## src/rtl/poll_port_servicer.sv

```systemverilog
// rtl/poll_port_servicer.sv - services one-hot poll strobes, forwards port requests upstream, returns ack/nak
module poll_port_servicer #(
    parameter int NUM_PORTS  = 4,
    parameter int DATA_WIDTH = 8,
    parameter int TIMEOUT    = 16
) (
    input  logic                            clock,
    input  logic                            reset_n,
    input  logic [NUM_PORTS-1:0]            poll_sel,
    input  logic [NUM_PORTS-1:0]            port_req,
    input  logic [NUM_PORTS*DATA_WIDTH-1:0] port_data,
    output logic [NUM_PORTS-1:0]            port_ack,
    output logic [NUM_PORTS-1:0]            port_nak,
    output logic                            up_valid,
    output logic [DATA_WIDTH-1:0]           up_data,
    output logic [$clog2(NUM_PORTS)-1:0]    up_port,
    input  logic                            up_ready,
    output logic                            busy,
    output logic                            err_multi_hot,
    output logic                            missed_poll
);

    localparam int IDX_W   = $clog2(NUM_PORTS);
    localparam int TIMER_W = $clog2(TIMEOUT + 1);

    typedef enum logic [2:0] {
        S_IDLE,
        S_CAPTURE,
        S_SEND,
        S_ACK,
        S_NAK
    } state_t;

    state_t                 state, state_d;
    logic [NUM_PORTS-1:0]   poll_q;
    logic [NUM_PORTS-1:0]   new_edge;
    logic                   new_multi;
    logic [IDX_W-1:0]       new_idx;
    logic [IDX_W-1:0]       idx, idx_d;
    logic [TIMER_W-1:0]     timer, timer_d;
    logic [DATA_WIDTH-1:0]  up_data_q, up_data_d;
    logic [IDX_W-1:0]       up_port_q, up_port_d;
    logic [DATA_WIDTH-1:0]  sel_word;
    logic                   err_q, err_d;
    logic                   missed_q, missed_d;

    // Rising bits of the poll strobe; poll_q clears in reset so a held strobe re-fires on release
    assign new_edge  = poll_sel & ~poll_q;
    assign new_multi = (new_edge & (new_edge - NUM_PORTS'(1))) != '0;

    // Encode the rising strobe bit and pick the word of the port being serviced
    always_comb begin
        new_idx  = '0;
        sel_word = '0;
        for (int i = 0; i < NUM_PORTS; i++) begin
            if (new_edge[i]) begin
                new_idx = IDX_W'(i);
            end
            if (idx == IDX_W'(i)) begin
                sel_word = port_data[i*DATA_WIDTH +: DATA_WIDTH];
            end
        end
    end

    // Next-state and datapath updates for the poll service sequence
    always_comb begin
        state_d   = state;
        idx_d     = idx;
        timer_d   = timer;
        up_data_d = up_data_q;
        up_port_d = up_port_q;
        err_d     = 1'b0;
        missed_d  = 1'b0;
        case (state)
            S_IDLE: begin
                if (new_edge != '0) begin
                    if (new_multi) begin
                        err_d = 1'b1;
                    end else begin
                        idx_d   = new_idx;
                        state_d = S_CAPTURE;
                    end
                end
            end
            S_CAPTURE: begin
                if (port_req[idx]) begin
                    up_data_d = sel_word;
                    up_port_d = idx;
                    timer_d   = '0;
                    state_d   = S_SEND;
                end else begin
                    state_d = S_NAK;
                end
            end
            S_SEND: begin
                if (up_ready) begin
                    state_d = S_ACK;
                end else if (timer == TIMER_W'(TIMEOUT - 1)) begin
                    state_d = S_NAK;
                end else begin
                    timer_d = timer + TIMER_W'(1);
                end
            end
            S_ACK:   state_d = S_IDLE;
            S_NAK:   state_d = S_IDLE;
            default: state_d = S_IDLE;
        endcase
        // Polls arriving while a transfer is in flight are flagged and dropped, never queued
        if (state != S_IDLE && new_edge != '0) begin
            missed_d = 1'b1;
        end
    end

    // State and datapath registers with synchronous active-low reset
    always_ff @(posedge clock) begin
        if (!reset_n) begin
            state     <= S_IDLE;
            poll_q    <= '0;
            idx       <= '0;
            timer     <= '0;
            up_data_q <= '0;
            up_port_q <= '0;
            err_q     <= 1'b0;
            missed_q  <= 1'b0;
        end else begin
            state     <= state_d;
            poll_q    <= poll_sel;
            idx       <= idx_d;
            timer     <= timer_d;
            up_data_q <= up_data_d;
            up_port_q <= up_port_d;
            err_q     <= err_d;
            missed_q  <= missed_d;
        end
    end

    assign up_valid      = (state == S_SEND);
    assign busy          = (state != S_IDLE);
    assign up_data       = up_data_q;
    assign up_port       = up_port_q;
    assign port_ack      = (state == S_ACK) ? (NUM_PORTS'(1) << idx) : '0;
    assign port_nak      = (state == S_NAK) ? (NUM_PORTS'(1) << idx) : '0;
    assign err_multi_hot = err_q;
    assign missed_poll   = missed_q;

endmodule

```

## config.mk

```make
export PLATFORM = sky130hd
export DESIGN_NAME = poll_port_servicer
export DESIGN_NICKNAME = d
export VERILOG_FILES = /design/src/rtl/poll_port_servicer.sv
export SDC_FILE = /design/constraint.sdc
export NUM_CORES = 1
export LEC_CHECK = 0
export ABC_AREA = 1
export BUFFER_PORTS_ARGS = -buffer_cell sky130_fd_sc_hd__buf_2
export CORE_MARGIN = 1.5
export CORE_UTILIZATION = 52
export CTS_CLUSTER_SIZE = 25
export DETAILED_ROUTE_END_ITERATION = 8
export HOLD_SLACK_MARGIN = 0.05
export PLACE_DENSITY = 0.88
export SLEW_MARGIN = 10
export SYNTH_ARGS = -nofsm -noshare
export SYNTH_HDL_FRONTEND = slang
export SYNTH_SLANG_ARGS = --single-unit
```

## constraint.sdc

```tcl
create_clock -name clock -period 2.2 [get_ports clock]
set_input_delay 0.44 -clock clock [delete_from_list [all_inputs] [get_ports clock]]
set_output_delay 0.44 -clock clock [all_outputs]
set_load 0.02 [all_outputs]
```

# Word-level counts from Yosys, hierarchy flattened
# Index checks and enable logic that the tools add are counted.
# totals
register_bits	26
input_bits	43
out_inout_bits	22
wordCells	65
# classes
add_sub_neg	2
magnitude_cmp	1
eq_ne	14
shift	1
muxes	23
bitwise	4
n_reduce_logical	12
# ops
cell	n
$mux W8	4
$mux W3	5
$mux W5	3
$ne A2 B2 Y1 const B	5
$pmux W5 S2	1
$pmux W3 S3	1
$reduce_and A3 Y1	3
$and A4 B4 Y4	2
$mux W4	2
$reduce_bool A4 Y1	2
$eq A3 B2 Y1 const B	2
$add A5 B1 Y5 const B	1
$eq A5 B4 Y1 const B	1
$eq A2 B2 Y1 const B	2
$mux W1	4
$mux W2	2
$not A4 Y4	1
$reduce_and A4 Y1	1
$shl A1 B2 Y4 const A	1
$sub A4 B1 Y4 const B	1
$eq A3 B1 Y1 const B	1
$eq A3 B3 Y1 const B	1
$logic_not A3 Y1	1
$lt A2 B3 Y1 const B	1
other kinds (9)	9

# Longest topological paths before layout
# Gate-level depths: netlist (run 1).
# depth
ltp_word	8
ltp_mapped	11
mapped_depth_nobuf	11

# Worst setup path after synthesis (run 1)
# Ideal clock, no wire load.
# synth_timing
path_kind	register to output
start	register idx[1]
end	output port_nak[2]
t_arrival_ns	1.090
t_required_ns	1.760
slack_ns	0.670
stages_incl_launch_ff	5
n_path_buf	0
path_cell_list	dfxtp_1 > inv_2 > nor2_4 > inv_1 > nor2_1
# synth_between
elab_chain_cells	2
# synth_rtl
item	line	source
start, declared	39	logic [IDX_W-1:0] idx, idx_d;
start signal, assigned	128	idx <= idx_d;
$shl A1 B2 Y4	142	assign port_nak = (state == S_NAK) ? (NUM_PORTS'(1) << idx) : '0;
$mux W4	142	
end, declared	13	output logic [NUM_PORTS-1:0] port_nak,
# No other way between the ends.

# Final worst setup path (run 1)
# layout_timing
start	register idx[1]
end	output port_ack[2]
# layout_between
elab_chain_cells	2
# layout_rtl
item	line	source
$shl A1 B2 Y4	141	assign port_ack = (state == S_ACK) ? (NUM_PORTS'(1) << idx) : '0;
$mux W4	141	
end, declared	12	output logic [NUM_PORTS-1:0] port_ack,
# No other way between the ends.

==> flow_summary.json, run 1 <==
{
  "ant_nets": 0,
  "yosysWarnings": 0,
  "cts_resized": 0,
  "r2r_setup_slack_ns": 0.53,
  "grt_usage_pct": 22.2,
  "grt_max_degree": 20,
  "viasPerCell": 4.75,
  "setup_violations": 0,
  "hold_viol_final": 0,
  "start_util_pct": 56.3,
  "critPathBufInv": 3,
  "cts_tree": "built",
  "synth-edff-count": 0,
  "synthesis.area_um2": 1590,
  "post_cts_buffers": 0,
  "hold_depth": 3,
  "worst_pin_slew_ns": 0.418,
  "die_h_um": 58.3,
  "syn_inst": 250,
  "seq_area_frac_synth_pct": 32.7,
  "rsz0062_at_grt": "no",
  "drive_gt1_share_pct": 32.1,
  "utilization_pct": 69.7,
  "skew_ns": 0.00315,
  "critPathMaxStageDelay_ns": 0.54,
  "area_growth_pct": 23.9,
  "min-delay-start": "poll_sel[3]",
  "r2r_end": "timer[4]$_SDFFE_PN0P_",
  "p_leak_uw": 0.00110,
  "io_pins": 65,
  "cts_htree_levels": 1,
  "drc_errors": 0,
  "vias": 1644,
  "cp-end-kind": "primary output",
  "start_kind": "flop",
  "status": "completed",
  "synth-seq-cells": 26,
  "finalCriticalPeriod_ns": 2.03,
  "yosys-top-cells-count": "nand2_1, inv_1, nor2_1",
  "core_area_um2": 2830,
  "gp_congestion": 0.944,
  "min_to": "poll_q[3]$_SDFF_PN0_",
  "dr.pass1.iters": 4,
  "cp_max_fo": 9,
  "clk_pin_slew_worst_paths_ns": 0.13,
  "die_x_um": 58.3,
  "cap_violations": 0,
  "fin_nets": 361,
  "synth_top_area_share_pct": 32.7,
  "grt_overflow": 0,
  "num_rows": 19,
  "grt_pass1_vias": 1485,
  "avgRoutedWirePerCell_um": 10.0,
  "grt_pass1_wl_um": 5970,
  "dp_hpwl_um": 2790,
  "critical_path_required_ns": 1.76,
  "crit_type": "flop to primary output",
  "n_antenna_cell": 0,
  "drt_iter0_markers": 63,
  "synth.most_common_cell": "nand2_1",
  "synth_fp_nets": 295,
  "synth.avg_cell_area_um2": 6.37,
  "io_buffers": 64,
  "cts-root-buf": "clkbuf_4",
  "clkLatencyLatePin_ns": 0.32,
  "ys_top_cells_by_area": "dfxtp_1, nand2_1, inv_1, nor2_1, nand3_1",
  "power_density_nw_per_um2": 943,
  "slew_violations": 0,
  "numClockSinks": 26,
  "ys_types": 27,
  "fmax_mhz": 493,
  "ir_drop_uv": 608,
  "path_cells": "inv_2, nor2_4, inv_1, nor2_1, buf_2",
  "crit_family": "flip-flops",
  "r2r_start": "timer[0]$_SDFFE_PN0P_",
  "cts_max_path_buffers": 2,
  "finalSetupTns_ns": 0,
  "cp_slowest_cell": "dfxtp_1",
  "slew_headroom_pct": 72.1,
  "dieArea_um2": 3400,
  "hold_class": "primary input to flop",
  "synthFlopType": "dfxtp_1",
  "wl_um": 3480,
  "reg2reg_depth": 11,
  "numCtsBuffers": 3,
  "yosysTopAreaCell": "dfxtp_1",
  "postCtsHoldBufs": 0,
  "arrival_ns": 1.59,
  "synthArstFlopShare_pct": 0,
  "post-route-period-util_pct": 92.2,
  "antenna_found_initial": 0
}
worst register-to-register path, delay by kind of cell, from the launching register on:
| family | cells | cell delay (ns) |
|---|---|---|
| adders and majority gates | 2 | 0.40 |
| buffers and inverters | 1 | 0.05 |
| DFF | 1 | 0.37 |
| and+or+nand+nor | 8 | 0.79 |
cells by family after synthesis:
logic type | after synthesis | synth area share, %
flops | 26 | 32.7
buf+inv | 42 | 11.9
compound gates | 16 | 5.26
fa+ha+maj | 2 | 1.57
simple gates | 164 | 48.6
per-layer routing:
| metal | up-vias | track usage (%) | part of all wire, % |
|---|---|---|---|
| li1 | 896 | - | - |
| met5 | - | 0 | 0 |
| met4 | 0 | 5.65 | 1.4 |
| met1 | 705 | 27.7 | 45 |
| met3 | 6 | 5.05 | 4.1 |
| met2 | 37 | 38.5 | 49 |
per-stage QoR:
stage	cells	total power, uW	instance area (um2)	hold WS, ns	setup WS, ns
after floorplan	250	1360	1590	0.453	0.670
after global placement	342	1540	1920	0.470	0.587
after detailed placement	342	1550	1920	0.477	0.568
after CTS	346	1870	1970	0.288	0.172
after global routing	346	2010	1970	0.280	0.0525
final	346	1860	1970	0.305	0.171
power breakdown:
| group | switching [uW] | leakage, uW | internal [uW] |
|---|---|---|---|
| clock network | 135 | 0.0000279 | 184 |
| logic | 548 | 0.000863 | 324 |
| registers | 98.7 | 0.000213 | 570 |
| total | 782 | 0.00110 | 1080 |
state kept, by name (all words and copies together), names as in the netlist:
signal / flops
timer: 5
poll_q: 4
state: 3
missed_poll: 1
up_data: 8
up_port: 2
err_multi_hot: 1
idx: 2
final cells by class:
| type | count | area, um2 |
|---|---|---|
| clock inverter | 1 | 30.0 |
| tap | 31 | 38.8 |
| sequential | 26 | 520 |
| clock buffer | 3 | 22.5 |
| fill | 257 | 856 |
| timing repair buffer | 65 | 328 |
| multi-input combinational | 182 | 883 |
| inverter | 38 | 150 |
how the worst max path moves through the flow:
stage	end	startpoint	depth (start not counted)	slack (ns)
after floorplan	port_nak[2]	idx[1]$_SDFFE_PN0P_	4	0.67
after global routing	port_ack[2]	idx[1]$_SDFFE_PN0P_	5	0.05
final	port_ack[2]	idx[1]$_SDFFE_PN0P_	5	0.17
after CTS	port_ack[2]	idx[1]$_SDFFE_PN0P_	5	0.17
after global placement	port_ack[2]	idx[1]$_SDFFE_PN0P_	5	0.59
after detailed placement	port_ack[2]	idx[1]$_SDFFE_PN0P_	5	0.57
placed cells by master, fill, tap and decap left out, drive strengths merged:
cell and n:
nor3b 1, nor3 3, nor4 1, dfxtp 26, bufinv 1, nor2 44, nand4 4, ha 2
nand2 89, clkbuf 3, a21oi 13, inv 38, buf 65, nand3b 1, nand3 21, o21ai 3
Power figures use the tool's default switching activity.
==> inputs of run 2 (changes only) <==
--- a/config.mk
+++ b/config.mk
@@ -7,12 +7,13 @@
 export LEC_CHECK = 0
 export ABC_AREA = 1
 export BUFFER_PORTS_ARGS = -buffer_cell sky130_fd_sc_hd__buf_2
+export CORE_ASPECT_RATIO = 0.8
 export CORE_MARGIN = 1.5
-export CORE_UTILIZATION = 52
+export CORE_UTILIZATION = 48
 export CTS_CLUSTER_SIZE = 25
 export DETAILED_ROUTE_END_ITERATION = 8
 export HOLD_SLACK_MARGIN = 0.05
-export PLACE_DENSITY = 0.88
+export PLACE_DENSITY = 0.83
 export SLEW_MARGIN = 10
 export SYNTH_ARGS = -nofsm -noshare
 export SYNTH_HDL_FRONTEND = slang
==> flow_summary.json, run 2 (same netlist as run 1, synthesis figures left out) <==
{
  "dr.pass1.iters": 4,
  "dp_hpwl_um": 2890,
  "post-route-period-util_pct": 86.1,
  "power_density_nw_per_um2": 974,
  "n_antenna_cell": 0,
  "path_cells": "nor2_2, inv_1, nor2_1, buf_2",
  "hold_class": "primary input to flop",
  "postCtsHoldBufs": 0,
  "cts_resized": 0,
  "critPathMaxStageDelay_ns": 0.44,
  "final_common_cell": "nand2_1",
  "dieArea_um2": 3670,
  "final_cell_mix": "nand2_1, buf_2, inv_1",
  "start_util_pct": 50.9,
  "hold_viol_final": 0,
  "arrival_ns": 1.45,
  "avgRoutedWirePerCell_um": 9.92,
  "core_area_um2": 3130,
  "total_power_uw": 1950,
  "cts_tree": "built",
  "viasPerCell": 4.74,
  "drt_iter0_markers": 81,
  "ant_nets": 0,
  "postPlaceCellArea_um2": 1930,
  "antenna_found_initial": 0,
  "die_h_um": 54.5,
  "gp_congestion": 0.819,
  "cp-end-kind": "primary output",
  "rsz0062_at_grt": "no",
  "clk_pin_slew_worst_paths_ns": 0.09,
  "cts-root-buf": "clkbuf_8",
  "setup_violations": 0,
  "ir_drop_uv": 431,
  "finalSetupTns_ns": 0,
  "drive_gt1_share_pct": 32.1,
  "fin_area_um2": 2000,
  "num_rows": 18,
  "fmax_mhz": 528,
  "critical_path_required_ns": 1.76,
  "wl_um": 3520,
  "grt_overflow": 0,
  "largest_reg_flops": 8,
  "io_buffers": 64,
  "skew_ns": 0.00256,
  "status": "completed",
  "worst_pin_slew_ns": 0.421,
  "crit_family": "simple AND/OR/NAND/NOR gates",
  "numCtsBuffers": 3,
  "utilization_pct": 64.0,
  "setup_ws_ns": 0.306,
  "slew_headroom_pct": 71.7,
  "grt_usage_pct": 21.5,
  "die_x_um": 67.4,
  "critPathBufInv": 2,
  "cap_violations": 0,
  "grt_pass1_vias": 1486,
  "p_leak_uw": 0.00111,
  "drc_errors": 0,
  "cp_slowest_cell": "dfxtp_1",
  "clkLatencyLatePin_ns": 0.26,
  "slew_violations": 0,
  "start_kind": "flop",
  "numClockSinks": 26,
  "place_ws_ns": 0.585,
  "grt_pass1_wl_um": 6000,
  "cts_htree_levels": 1,
  "crit_type": "flop to primary output",
  "cp_max_fo": 9,
  "finalCriticalPeriod_ns": 1.89,
  "post_cts_buffers": 0,
  "area_growth_pct": 25.8,
  "grt_max_degree": 20,
  "cts_max_path_buffers": 2,
  "vias": 1682,
  "fin_nets": 361,
  "io_pins": 65
}
-- run 2: changes by cell type in the layout (fill, tap and decap cells not counted) --
cell / change
clkbuf_4: -3
clkbuf_8: +3
-- run 2: final cells by class --
type	count	area (um2)
timing repair buffer	65	328
inverter	38	150
multi-input combinational	182	883
clock inverter	1	30.0
fill	290	1130
sequential	26	520
tap	40	50.0
clock buffer	3	41.3
-- run 2: per-stage QoR --
step | instances | hold WS, ns
global placement | 351 | 0.475
CTS | 355 | 0.353
global route | 355 | 0.367
finish | 355 | 0.362
detailed placement | 351 | 0.479
floorplan | 250 | 0.453
-- run 2: power by group --
part	switching [uW]	internal, uW	leakage (uW)
Sequential	97.6	570	0.000213
Clock	140	243	0.0000357
Combinational	575	323	0.000863
-- run 2: final timing paths --
path | from | to | slack [ns] | cells after the start
max | idx[0]$_SDFFE_PN0P_ | port_ack[0] | 0.31 | 4
min | poll_sel[2] | poll_q[2]$_SDFF_PN0_ | 0.36 | 3
max reg2reg | timer[0]$_SDFFE_PN0P_ | timer[1]$_SDFFE_PN0P_ | 0.56 | 11
min reg2reg | up_data[0]$_SDFFE_PN0P_ | up_data[0]$_SDFFE_PN0P_ | 0.49 | 2
-- run 2: layer usage --
metal  vias to the layer above  part of all wire, %  global-route usage [%]
met5                         -                    0                       0
met4                         0                 0.48                    5.78
met3                         2                  7.2                    4.12
met2                        44                   46                    38.3
met1                       734                   46                    26.9
li1                        902                    -                       -
-- run 2: worst min-delay path: cells and delay by family --
family,cells,cell delay [ns]
buffers and inverters,2,0.12
AND/OR/NAND/NOR,1,0.04
==> inputs of run 3 (changes only) <==
--- a/config.mk
+++ b/config.mk
@@ -13,7 +13,7 @@
 export CTS_CLUSTER_SIZE = 25
 export DETAILED_ROUTE_END_ITERATION = 8
 export HOLD_SLACK_MARGIN = 0.05
-export PLACE_DENSITY = 0.83
+export PLACE_DENSITY = 0.8
 export SLEW_MARGIN = 10
 export SYNTH_ARGS = -nofsm -noshare
 export SYNTH_HDL_FRONTEND = slang
==> flow_summary.json, run 3 (same netlist as run 1, synthesis figures left out) <==
{
  "start_kind": "flop",
  "rsz0062_at_grt": "no",
  "pwr-share-clk_pct": 19.9,
  "start_util_pct": 50.9,
  "path_cells": "inv_4, nor2_2, buf_4, inv_1, nor2_1, buf_2",
  "grt_max_degree": 20,
  "core_area_um2": 3130,
  "post_cts_buffers": 0,
  "fmax_mhz": 519,
  "r2r_start": "timer[0]$_SDFFE_PN0P_",
  "avgRoutedWirePerCell_um": 10.5,
  "cap_violations": 0,
  "grt_pass1_wl_um": 5870,
  "hold_depth": 3,
  "hold_viol_final": 0,
  "n_antenna_cell": 0,
  "internal_power_uw": 1140,
  "critical_path_required_ns": 1.76,
  "power_density_nw_per_um2": 985,
  "dr.pass1.iters": 4,
  "cts-root-buf": "clkbuf_8",
  "post-route-period-util_pct": 87.6,
  "cts_htree_levels": 1,
  "grt_pass1_vias": 1412,
  "die_x_um": 67.4,
  "cp-end-kind": "primary output",
  "status": "completed",
  "numClockSinks": 26,
  "ir_drop_uv": 754,
  "slew_headroom_pct": 72.1,
  "ant_nets": 0,
  "antenna_found_initial": 0,
  "clkLatencyLatePin_ns": 0.27,
  "finalCriticalPeriod_ns": 1.93,
  "critPathMaxStageDelay_ns": 0.57,
  "slew_violations": 0,
  "final_cell_mix": "nand2_1, buf_2, inv_1",
  "crit_family": "flip-flops",
  "p_sw_share_pct": 42.3,
  "cts_max_path_buffers": 2,
  "cts_tree": "built",
  "die_h_um": 54.5,
  "gp_congestion": 0.876,
  "critPathBufInv": 4,
  "viasPerCell": 4.70,
  "arrival_ns": 1.49,
  "wl_um": 3740,
  "skew_ns": 0.00138,
  "postCtsHoldBufs": 0,
  "min-delay-start": "poll_sel[0]",
  "p_comb_share_pct": 46.1,
  "worst_pin_slew_ns": 0.416,
  "finalSetupTns_ns": 0,
  "cp_slowest_cell": "dfxtp_1",
  "io_buffers": 64,
  "drt_iter0_markers": 75,
  "r2r_setup_slack_ns": 0.57,
  "p_leak_uw": 0.00111,
  "grt_usage_pct": 21.4,
  "crit_type": "flop to primary output",
  "fin_nets": 361,
  "cp_max_fo": 9,
  "drive_gt1_share_pct": 32.1,
  "numCtsBuffers": 3,
  "clk_pin_slew_worst_paths_ns": 0.09,
  "grt_overflow": 0,
  "largest_reg_flops": 8,
  "num_rows": 18,
  "dp_hpwl_um": 2930,
  "p_seq_share_pct": 34.0,
  "utilization_pct": 64.0,
  "setup_violations": 0,
  "hold_class": "primary input to flop",
  "vias": 1668,
  "cts_resized": 0,
  "drc_errors": 0,
  "r2r_end": "timer[1]$_SDFFE_PN0P_",
  "area_growth_pct": 25.8,
  "final_common_cell": "nand2_1",
  "io_pins": 65,
  "reg2reg_depth": 11,
  "min_to": "poll_q[0]$_SDFF_PN0_",
  "power_switching_uw": 835,
  "dieArea_um2": 3670
}
-- run 3: cell type report --
type                       count  area (um2)
clock inverter                 1        30.0
timing repair buffer          65         328
clock buffer                   3        41.3
sequential                    26         520
fill                         302        1130
inverter                      38         150
tap                           40        50.0
multi-input combinational    182         883
-- run 3: power by group through the flow --
stage	logic (uW)	registers, uW	clock network (uW)
global placement	882	674	0
detailed placement	897	680	0
CTS	910	671	399
finish	908	671	393
floorplan	644	716	0
global route	1020	685	421
-- run 3: worst max path at each step --
stage,cells after the start,start,slack [ns],to
2_1_floorplan,4,idx[1]$_SDFFE_PN0P_,0.67,port_nak[2]
3_3_place_gp,5,idx[1]$_SDFFE_PN0P_,0.59,port_nak[2]
3_5_place_dp,6,idx[0]$_SDFFE_PN0P_,0.57,port_nak[1]
4_1_cts,6,idx[0]$_SDFFE_PN0P_,0.25,port_nak[1]
5_1_grt,6,idx[0]$_SDFFE_PN0P_,0.16,port_nak[1]
6_report,6,idx[0]$_SDFFE_PN0P_,0.27,port_nak[1]
-- run 3: metrics by stage --
step                      setup WS (ns)  total power, uW  cells  instance area [um2]  hold WS (ns)
final                             0.272             1970    355                 2000         0.357
after global routing              0.160             2130    355                 2000         0.364
after CTS                         0.253             1980    355                 2000         0.353
after detailed placement          0.566             1580    351                 1930         0.479
after global placement            0.592             1560    351                 1930         0.476
after floorplan                   0.670             1360    250                 1590         0.453
-- run 3: worst reg2reg max path, delay by kind of cell, from the launching register on --
| kind | cells | cell delay, ns |
|---|---|---|
| AND/OR/NAND/NOR | 8 | 0.78 |
| buffers and inverters | 1 | 0.05 |
| adder cells (fa/ha/maj) | 2 | 0.38 |
| flip-flops | 1 | 0.36 |
-- run 3: layer usage --
| metal | GRT usage [%] | wire length, um | vias to the layer above |
|---|---|---|---|
| met4 | 6.12 | 14 | 0 |
| met3 | 4.12 | 256 | 2 |
| li1 | - | - | 902 |
| met1 | 28.2 | 1790 | 705 |
| met2 | 36.0 | 1680 | 59 |
| met5 | 0 | 0 | - |
